File: config.mk
export PLATFORM = sky130hd
export DESIGN_NAME = push_conditioner_flat
export DESIGN_NICKNAME = d
export VERILOG_FILES = /design/src/rtl/push_conditioner_pkg.sv /design/src/rtl/push_conditioner_if.sv /design/src/rtl/push_conditioner_channel.sv /design/src/rtl/push_conditioner.sv /design/src/flat_wrapper.sv
export SDC_FILE = /design/constraint.sdc
export NUM_CORES = 1
export LEC_CHECK = 0
export BUFFER_PORTS_ARGS = -buffer_cell sky130_fd_sc_hd__buf_2
export CORE_UTILIZATION = 45
export DETAILED_ROUTE_END_ITERATION = 8
export GPL_TIMING_DRIVEN = 0
export HOLD_SLACK_MARGIN = 0.02
export SLEW_MARGIN = 5
export SYNTH_ARGS = -nofsm -noshare
export SYNTH_HDL_FRONTEND = slang
export SYNTH_HIERARCHICAL = 1
export SYNTH_SLANG_ARGS = --single-unit
File: constraint.sdc
create_clock -name i_Clk -period 2.1 [get_ports i_Clk]
set_input_delay 0.105 -clock i_Clk [delete_from_list [all_inputs] [get_ports i_Clk]]
set_output_delay 0.105 -clock i_Clk [all_outputs]
set_load 0.03 [all_outputs]
File: src/rtl/push_conditioner_pkg.sv
// Shared types and constants for the push-button front-end of the decimal counter.
// Channel indices match the counter's carry (increment) / borrow (decrement) bit order.
package push_pkg;

  typedef enum logic [1:0] {
    IDLE   = 2'd0,
    HELD   = 2'd1,
    REPEAT = 2'd2
  } chan_state_t;

  localparam int PUSH_UP = 0;
  localparam int PUSH_DN = 1;

  localparam int RPT_W = 32;

endpackage

File: src/rtl/push_conditioner_if.sv
// Button/push bus between the raw push buttons and the counter's least-significant stage.
interface push_conditioner_if;

  logic [1:0] i_Btn;
  logic [1:0] o_Push;
  logic [1:0] o_Held;

  modport master (output i_Btn, input o_Push, input o_Held);
  modport slave  (input i_Btn, output o_Push, output o_Held);

endinterface

File: src/rtl/push_conditioner_channel.sv
// One button channel: 2-flop synchronizer, debounce counter, press/auto-repeat FSM.
// The pulse output is combinational so the top can register it on the accepting edge.
module push_channel
  import push_pkg::*;
#(
  parameter int P_DEBOUNCE      = 250000,
  parameter int P_REPEAT_DELAY  = 25000000,
  parameter int P_REPEAT_PERIOD = 5000000
) (
  input  logic clk,
  input  logic rst,
  input  logic btn,
  output logic pulse,
  output logic stable
);

  localparam int DB_W = (P_DEBOUNCE > 2) ? $clog2(P_DEBOUNCE) : 1;
  localparam logic [DB_W-1:0]  DB_LAST     = DB_W'(P_DEBOUNCE - 1);
  localparam bit               REPEAT_EN   = (P_REPEAT_DELAY > 0);
  localparam logic [RPT_W-1:0] DELAY_LAST  = REPEAT_EN ? RPT_W'(P_REPEAT_DELAY - 1) : '0;
  localparam logic [RPT_W-1:0] PERIOD_LAST = RPT_W'(P_REPEAT_PERIOD - 1);

  logic [1:0]       sync;
  logic             s;
  logic [DB_W-1:0]  db_cnt;
  logic             accept;
  logic             rise;
  logic             fall;
  chan_state_t      state;
  chan_state_t      state_next;
  logic [RPT_W-1:0] rpt_cnt;
  logic [RPT_W-1:0] rpt_cnt_next;

  assign s      = sync[1];
  assign accept = (s != stable) && (db_cnt == DB_LAST);
  assign rise   = accept && s;
  assign fall   = accept && !s;

  always_ff @(posedge clk) begin
    if (rst) begin
      sync   <= '0;
      stable <= 1'b0;
      db_cnt <= '0;
    end else begin
      sync <= {sync[0], btn};
      if (s == stable) begin
        db_cnt <= '0;
      end else if (db_cnt == DB_LAST) begin
        stable <= s;
        db_cnt <= '0;
      end else begin
        db_cnt <= db_cnt + 1'b1;
      end
    end
  end

  always_ff @(posedge clk) begin
    if (rst) begin
      state   <= IDLE;
      rpt_cnt <= '0;
    end else begin
      state   <= state_next;
      rpt_cnt <= rpt_cnt_next;
    end
  end

  // Release wins over a repeat that would land on the same edge.
  always_comb begin
    state_next   = state;
    rpt_cnt_next = rpt_cnt;
    pulse        = 1'b0;
    case (state)
      IDLE: begin
        if (rise) begin
          state_next   = HELD;
          rpt_cnt_next = '0;
          pulse        = 1'b1;
        end
      end
      HELD: begin
        if (fall) begin
          state_next = IDLE;
        end else if (REPEAT_EN && (rpt_cnt == DELAY_LAST)) begin
          state_next   = REPEAT;
          rpt_cnt_next = '0;
          pulse        = 1'b1;
        end else begin
          rpt_cnt_next = rpt_cnt + 1'b1;
        end
      end
      REPEAT: begin
        if (fall) begin
          state_next = IDLE;
        end else if (rpt_cnt == PERIOD_LAST) begin
          rpt_cnt_next = '0;
          pulse        = 1'b1;
        end else begin
          rpt_cnt_next = rpt_cnt + 1'b1;
        end
      end
      default: begin
        state_next   = IDLE;
        rpt_cnt_next = '0;
      end
    endcase
  end

endmodule

File: src/rtl/push_conditioner.sv
// Two debounced button channels feeding a registered, mutually exclusive push pulse bus.
// Coincident up/down pulses cancel so the counter never sees both in one cycle.
module push_conditioner
  import push_pkg::*;
#(
  parameter int P_DEBOUNCE      = 250000,
  parameter int P_REPEAT_DELAY  = 25000000,
  parameter int P_REPEAT_PERIOD = 5000000
) (
  input  logic          i_Clk,
  input  logic          i_Rst,
  push_conditioner_if.slave bus
);

  logic [1:0] pulse;
  logic [1:0] stable;

  push_channel #(
    .P_DEBOUNCE     (P_DEBOUNCE),
    .P_REPEAT_DELAY (P_REPEAT_DELAY),
    .P_REPEAT_PERIOD(P_REPEAT_PERIOD)
  ) u_up (
    .clk   (i_Clk),
    .rst   (i_Rst),
    .btn   (bus.i_Btn[PUSH_UP]),
    .pulse (pulse[PUSH_UP]),
    .stable(stable[PUSH_UP])
  );

  push_channel #(
    .P_DEBOUNCE     (P_DEBOUNCE),
    .P_REPEAT_DELAY (P_REPEAT_DELAY),
    .P_REPEAT_PERIOD(P_REPEAT_PERIOD)
  ) u_dn (
    .clk   (i_Clk),
    .rst   (i_Rst),
    .btn   (bus.i_Btn[PUSH_DN]),
    .pulse (pulse[PUSH_DN]),
    .stable(stable[PUSH_DN])
  );

  assign bus.o_Held = stable;

  always_ff @(posedge i_Clk) begin
    if (i_Rst) begin
      bus.o_Push <= 2'b00;
    end else if (&pulse) begin
      bus.o_Push <= 2'b00;
    end else begin
      bus.o_Push <= pulse;
    end
  end

endmodule

File: src/flat_wrapper.sv
// flat-port wrapper written by rule: the top's interface ports become plain ports
module push_conditioner_flat import push_pkg::*;
#(
  parameter int P_DEBOUNCE      = 250000,
  parameter int P_REPEAT_DELAY  = 25000000,
  parameter int P_REPEAT_PERIOD = 5000000
)
  (i_Clk, i_Rst, bus_i_Btn, bus_o_Push, bus_o_Held);
  push_conditioner_if bus_i ();
  input  logic i_Clk;
  input  logic i_Rst;
  input wire logic [$bits(bus_i.i_Btn)-1:0] bus_i_Btn;
  output wire logic [$bits(bus_i.o_Push)-1:0] bus_o_Push;
  output wire logic [$bits(bus_i.o_Held)-1:0] bus_o_Held;
  assign bus_i.i_Btn = bus_i_Btn;
  assign bus_o_Push = bus_i.o_Push;
  assign bus_o_Held = bus_i.o_Held;
  push_conditioner #(.P_DEBOUNCE(P_DEBOUNCE), .P_REPEAT_DELAY(P_REPEAT_DELAY), .P_REPEAT_PERIOD(P_REPEAT_PERIOD)) u_core (.i_Clk(i_Clk), .i_Rst(i_Rst), .bus(bus_i));
endmodule
Word level (Yosys, flattened, before mapping)
Index checks and enable logic that the tools add are counted.
W data, S select, Z words.
{ "totals": {"out_inout_bits": 4, "wordCells": 95, "register_bits": 112, "inputBits": 4} }
{ "op_classes": {"add_sub_neg": 4, "bitwise": 2, "n_eq_ne": 24, "muxes": 34, "reduce_logical": 20} }
{ "op_table": {"columns": ["cell", "count"], "rows": [
  ["$mux W32", 10],
  ["$pmux W32 S3", 2],
  ["$add A32 B1 Y32 const B", 2],
  ["$eq A32 B23 Y1 const B", 2],
  ["$eq A32 B25 Y1 const B", 2],
  ["$add A18 B1 Y18 const B", 2],
  ["$eq A18 B18 Y1 const B", 2],
  ["$mux W2", 8],
  ["$ne A2 B2 Y1 const B", 8],
  ["$pmux W2 S3", 2],
  ["$reduce_and A3 Y1", 4],
  ["$mux W1", 10],
  ["$logic_and A1 B1 Y1", 6],
  ["$ne A3 B3 Y1 const B", 2],
  ["$pmux W1 S3", 2],
  ["$reduce_and A2 Y1", 3],
  ["$reduce_or A3 Y1", 2],
  ["$eq A2 B1 Y1 const B", 2],
  ["$eq A2 B2 Y1 const B", 2],
  ["$logic_not A2 Y1", 2],
  ["$eq A1 B1 Y1", 2],
  ["$logic_not A1 Y1", 2],
  ["$ne A1 B1 Y1", 2],
  ["$not A1 Y1", 2],
  ["$reduce_or A2 Y1", 1]
]} }

Longest topological paths before layout
{ "logic_depth": {"word_depth": 7, "ltp_mapped": 11} }

Hierarchy
The synthesis kept the hierarchy.
{ "modules_own_cells": {"columns": ["module", "area_per_inst_um2", "seq_area_each_um2", "n_inst", "cells_per_inst"], "rows": [
  ["push_channel at u_core.u_dn", 3049.2, 1101.1, 1, 372],
  ["push_channel at u_core.u_up", 3007.9, 1101.1, 1, 364],
  ["push_conditioner", 55.1, 40.0, 1, 4]
]} }

Least setup slack after synthesis
OpenSTA, ideal clock, no wires.
{ "synth_path": {"path_kind": "register -> register", "from": "register u_core.u_dn.rpt_cnt[16]", "to": "register u_core.u_dn.rpt_cnt[22]", "setup_ns": 0.125, "t_arrival_ns": 2.092, "path_stages_with_launch": 8, "n_path_buf": 1, "setup_slack_ns": -0.117, "cell_sequence": "dfxtp_1 -> or4_1 -> or4_4 -> o31ai_4 -> a21oi_1 -> buf_6 -> a32oi_1 -> o31ai_1"} }
{ "synth_via": {"elab_chain_cells": 4, "word_cells_on_any_way": 8, "classes_between": "add/sub (1); eq/ne (2); mux (5)"} }
{ "synth_lines": {"columns": ["element", "line_no", "source"], "rows": [
  ["from (decl)", "push_conditioner_channel.sv:31", "logic [RPT_W-1:0] rpt_cnt;"],
  ["from (signal assigned)", "push_conditioner_channel.sv:63", "rpt_cnt <= rpt_cnt_next;"],
  ["$add A32 B1 Y32, or another cell as far along", "push_conditioner_channel.sv:88, push_conditioner_channel.sv:98", null],
  ["$mux W32 (on tied branches)", "push_conditioner_channel.sv:94, push_conditioner_channel.sv:83", null],
  ["$mux W32 (on tied branches)", "push_conditioner_channel.sv:92, push_conditioner_channel.sv:81", null],
  ["$pmux W32 S3 *", "push_conditioner_channel.sv:72", "case (state)"]
]} }
Every way passes the cells marked *; elsewhere a longest branch is shown, timed or not. The select of a mux whose other input is x is not followed.
A chain may end at the register's enable or synchronous reset.

Worst setup path in the final report
{ "layout_path": {"from": "register u_core.u_dn.rpt_cnt[16]", "to": "register u_core.u_dn.rpt_cnt[27]"} }
Same word-level chain as after synthesis.

==> impl_table.tex <==
\begin{tabular}{lr}
\hline
Metric & Value \\
\hline
\multicolumn{2}{l}{\textbf{STA}} \\
\quad Fin. Hold Viols & 0 \\
\quad Maximum frequency from static timing analysis & 0.419 GHz \\
\quad Normalized max-slew margin & between 50\% and 60\% \\
\quad Slew Viols, Final & 0 \\
\quad Final WS setup & -0.288 ns \\
\quad Setup-failing EPs final & 64 \\
\quad Actual slew at the worst max-slew pin & 0.672 ns \\
\quad Setup repair after global routing missed its margin & yes \\
\quad Worst Clk Skew & 0.00534 ns \\
\quad Clock period minus worst slack & 2.39 ns \\
\quad Part of the cycle the worst path needs & 114\% \\
\multicolumn{2}{l}{\textbf{Global routing}} \\
\quad Global-route wire length before repair & 28,900 µm \\
\quad Busiest layer in global routing & met2 \\
\quad Met2 track demand over resource & 40.6\% \\
\quad Gr usage total & roughly a quarter \\
\quad Global-route met3 utilization & 5.12\% \\
\quad Met1 layer usage reported by global route & 33.7\% \\
\quad Antenna violations before repair & 0 \\
\quad Total gr overflow & 0 \\
\quad Vias in the first global route & 5,858 \\
\quad Maximum number of pins on one net before global-route repair & 20 \\
\multicolumn{2}{l}{\textbf{Min path}} \\
\quad Hold Crit Endpoint & u\_core/bus.o\_Push[0] \\
\quad Min-Delay Path Class & in -> reg \\
\quad Startpoint of the tightest hold check path & i\_Rst \\
\quad Hold-critical path depth & 2 \\
\multicolumn{2}{l}{\textbf{Detailed routing}} \\
\quad Post-route antenna net violation count & 0 \\
\quad Router iterations before antenna repair & 5 \\
\quad Number of violations reported at the end of detailed-routing iteration 0 & between 500 and 600 \\
\quad Post-Route WL & 18,000 µm \\
\quad Routed length per placed instance & $\sim$18 µm \\
\quad Post-detailed-route DRC marker count & 0 \\
\quad Number of vias per cell after detailed routing & roughly 6.2 \\
\quad Number of vias in the routed layout & between 6,000 and 7,000 \\
\multicolumn{2}{l}{\textbf{Placement}} \\
\quad Sum of net half-perimeters after detailed placement & between 10,000 and 15,000 µm \\
\quad Total instance count after detailed placement & 923 \\
\quad Number of port buffers & 7 \\
\quad GP Congestion & approximately 0.83 \\
\multicolumn{2}{l}{\textbf{Setup path}} \\
\quad Slack of the worst reg-to-reg path & -0.29 ns \\
\quad Worst reg2reg path endpoint & u\_core/u\_dn/rpt\_cnt[27] \\
\quad Highest fanout seen on the critical path & 10 \\
\quad Nature of the critical path endpoint & register \\
\quad Startpoint kind of the worst setup timing path & register \\
\quad Source of the worst register-to-register timing path & u\_core/u\_dn/rpt\_cnt[16] \\
\quad Data required time at the worst endpoint & between 2 and 2.5 ns \\
\quad Worst Setup Path Type & reg -> reg \\
\quad Data arrival time of the critical path & around 2.6 ns \\
\quad R2R depth & 8 \\
\multicolumn{2}{l}{\textbf{Layout}} \\
\quad Final instance count without filler cells & 1,003 \\
\quad Area growth syn-to-layout & 36.1\% \\
\quad Net count of the finished layout & 838 \\
\quad Count of inserted antenna diode cells & 0 \\
\quad Share of post-route cells with drive strength above 1 & a little under two fifths \\
\multicolumn{2}{l}{\textbf{Clocking}} \\
\quad CTS tree & built \\
\quad Number of buffers between clock root and the deepest sink & 2 \\
\quad CTS clk-pin slew, worst paths & 0.08 ns \\
\quad Cell chosen for the clock root & sky130\_fd\_sc\_hd\_\_clkbuf\_16 \\
\quad Max H-tree Level & 3 \\
\quad Clock insertion delay at the later pin of the skew report & 0.36 ns \\
\quad Clk sinks & 112 \\
\quad Number of clock buffers inserted by TritonCTS & 9 \\
\multicolumn{2}{l}{\textbf{Die}} \\
\quad Height of the die & around 120 µm \\
\quad Core Box Area & approximately 13,000 µm² \\
\quad FP Rows & 42 \\
\quad Number of ports placed on the die boundary & 8 \\
\quad Initial Utilization & 46.2\% \\
\quad Die Area & 14,100 µm² \\
\quad Die outline width & 119 µm \\
\multicolumn{2}{l}{\textbf{Synthesis}} \\
\quad Number of storage elements in the synthesis netlist & 112 \\
\quad Synthesized area per cell & between 8 and 9 µm² \\
\quad Post-synthesis instance total & 740 \\
\quad Sequential share of the synthesized area & 36.7\% \\
\quad Number of warnings printed during yosys synthesis & 6 \\
\quad Post-synth EDFFs & 0 \\
\quad Most used DFF post-synth & sky130\_fd\_sc\_hd\_\_dfxtp\_1 \\
\quad Unique cell type count in the Yosys netlist & 71 \\
\quad Post-synthesis cell area & $\sim$6000 µm² \\
\quad Proportion of synthesized flip-flops having asynchronous set or reset & 0\% \\
\quad Synth Net Count & 756 \\
\multicolumn{2}{l}{\textbf{Pwr}} \\
\quad Leakage power summed over all cells & 2.63 nW \\
\quad Power density over the cells & just under 500 nW/µm² \\
\quad Fraction of power spent switching nets & 23.7\% \\
\quad Final Power & between 4 and 5 mW \\
\quad Logic pwr share & around 4.4\% \\
\quad Proportion of power drawn by the clock network & 43.9\% \\
\quad Internal Pwr Total & 3.12 mW \\
\quad Seq pwr share & approximately 52\% \\
\quad IR Drop Worst-Case VDD & 0.000447 V \\
\quad Net switching component of the power & 0.970 mW \\
\multicolumn{2}{l}{\textbf{Job}} \\
\quad Count of max-cap constraint violations & 0 \\
\multicolumn{2}{l}{\textbf{Run status}} \\
\quad Run status & complete, but fails checks \\
\quad Failing checks & setup timing \\
\hline
\end{tabular}
layer usage:
metal / wire length, µm / vias to the layer above / share of wire (%)
li1: - / 2948 / -
met1: 8250 / 3097 / 46
met2: 8620 / 181 / 48
met3: 934 / 21 / 5.2
met4: 187 / 0 / 1.0
met5: 0 / - / 0
state kept, by name (all words and copies together) (netlist names):
signal               flops
u_core/bus.o_Push        2
u_core/u_dn/rpt_cnt     32
u_core/u_up/sync         2
u_core/u_dn/sync         2
u_core/u_up/state        2
u_core/u_up/db_cnt      18
u_core/u_dn/stable       1
u_core/u_up/rpt_cnt     32
u_core/u_up/stable       1
u_core/u_dn/state        2
u_core/u_dn/db_cnt      18
Yosys cell counts, types with 9 or more instances:
cell type / count / area, µm²
sky130_fd_sc_hd__xnor2_1: 16 / 140
sky130_fd_sc_hd__ha_1: 12 / 150
sky130_fd_sc_hd__nand4_1: 33 / 206
sky130_fd_sc_hd__dfxtp_1: 112 / 2240
sky130_fd_sc_hd__a21oi_1: 32 / 160
sky130_fd_sc_hd__nor2_1: 61 / 229
sky130_fd_sc_hd__o21ai_0: 23 / 115
sky130_fd_sc_hd__or3_1: 11 / 68.8
sky130_fd_sc_hd__a31oi_1: 9 / 56.3
sky130_fd_sc_hd__inv_1: 21 / 78.8
sky130_fd_sc_hd__xor2_1: 16 / 140
sky130_fd_sc_hd__or4_1: 18 / 135
sky130_fd_sc_hd__and3_1: 22 / 138
sky130_fd_sc_hd__nand2_1: 78 / 293
sky130_fd_sc_hd__o31ai_1: 12 / 90.1
sky130_fd_sc_hd__nor3_1: 14 / 70.1
sky130_fd_sc_hd__nand3_1: 69 / 345
sky130_fd_sc_hd__o311ai_1: 15 / 131
sky130_fd_sc_hd__clkbuf_1: 16 / 60.1
repair_timing:
| item | 4_1_cts | 5_1_grt |
|---|---|---|
| endpoints found under the hold margin | 2 | 0 |
| pin swaps | 41 | 58 |
| cloned | 5 | 3 |
| gates resized for setup | 101 | 155 |
| buffers inserted | 43 | 25 |
| hold buffers | 2 | 0 |
| endpoints found under the setup margin | 87 | 97 |
cell families (layout without fill, tap and decap cells):
group,Yosys count,after routing,share of synthesized area [%]
simple gates,371,371,33.3
xor+xnor,32,32,4.59
flops,112,112,36.7
compound gates,155,155,18.1
mux,3,3,0.491
fa+ha+maj,12,12,2.46
buf+inv,55,142,4.38
through the flow:
step	utilization [%]	hold slack (ns)	setup TNS (ns)	setup slack [ns]	instance area, µm²
floorplan	-	0.181	-1.40	-0.107	6180
global placement	48.6	0.318	-20.89	-0.407	6430
detailed placement	48.6	0.331	-22.51	-0.474	6430
CTS	56.8	0.123	-8.97	-0.320	7520
global route	62.8	0.138	-16.26	-0.343	8320
finish	62.8	0.135	-11.06	-0.288	8320
worst max-delay path: stages, from the launching register on:
cell                      delay [ns]
sky130_fd_sc_hd__dfxtp_4        0.35
sky130_fd_sc_hd__or4_4          0.52
sky130_fd_sc_hd__or4_4          0.44
sky130_fd_sc_hd__o31ai_4        0.27
sky130_fd_sc_hd__a21o_1         0.23
sky130_fd_sc_hd__buf_6          0.14
sky130_fd_sc_hd__a21o_4         0.14
sky130_fd_sc_hd__buf_12         0.13
sky130_fd_sc_hd__a21oi_1        0.05
cell usage in the layout, fill, tap and decap left out, drive strengths merged, types with 7 or more instances in the layout:
cell,n
dfxtp,112
buf,96
nand2,80
nand3,69
nor2,62
a21oi,34
nand4,33
o21ai,30
inv,24
and3,22
or4,21
o311ai,18
xnor2,16
xor2,16
clkbuf,16
o31ai,15
nor3,14
ha,12
or3,11
a31oi,10
and4,8
or2,8
nor4,8
a22oi,7
how the worst max path moves through the flow:
| stage | from | to | cells past startpoint |
|---|---|---|---|
| floorplan | u_core/u_dn/rpt_cnt[16] | u_core/u_dn/rpt_cnt[27] | 8 |
| finish | u_core/u_dn/rpt_cnt[16] | u_core/u_dn/rpt_cnt[27] | 8 |
| detailed placement | u_core/u_dn/rpt_cnt[7] | u_core/u_dn/rpt_cnt[23] | 6 |
| CTS | u_core/u_dn/rpt_cnt[16] | u_core/u_dn/rpt_cnt[27] | 8 |
| global route | u_core/u_dn/rpt_cnt[16] | u_core/u_dn/rpt_cnt[9] | 8 |
| global placement | u_core/u_dn/rpt_cnt[0] | u_core/u_dn/rpt_cnt[10] | 7 |
power by group through the flow:
stage | logic (mW) | registers, mW | clock network, mW
3_3_place_gp | 0.109 | 2.18 | 0
5_1_grt | 0.193 | 2.12 | 1.91
2_1_floorplan | 0.0776 | 2.18 | 0
3_5_place_dp | 0.112 | 2.18 | 0
4_1_cts | 0.142 | 2.13 | 1.84
6_report | 0.181 | 2.11 | 1.80
cell type report:
class                           count  area, µm²
Multi-Input combinational cell    573       4410
Buffer                             20        203
Fill cell                        1117       4920
Clock inverter                      7       76.3
Tap cell                          176        220
Inverter                           21       78.8
Sequential cell                   112       2340
Timing Repair Buffer               85        771
Clock buffer                        9        225
Power figures use the tool's default switching activity.
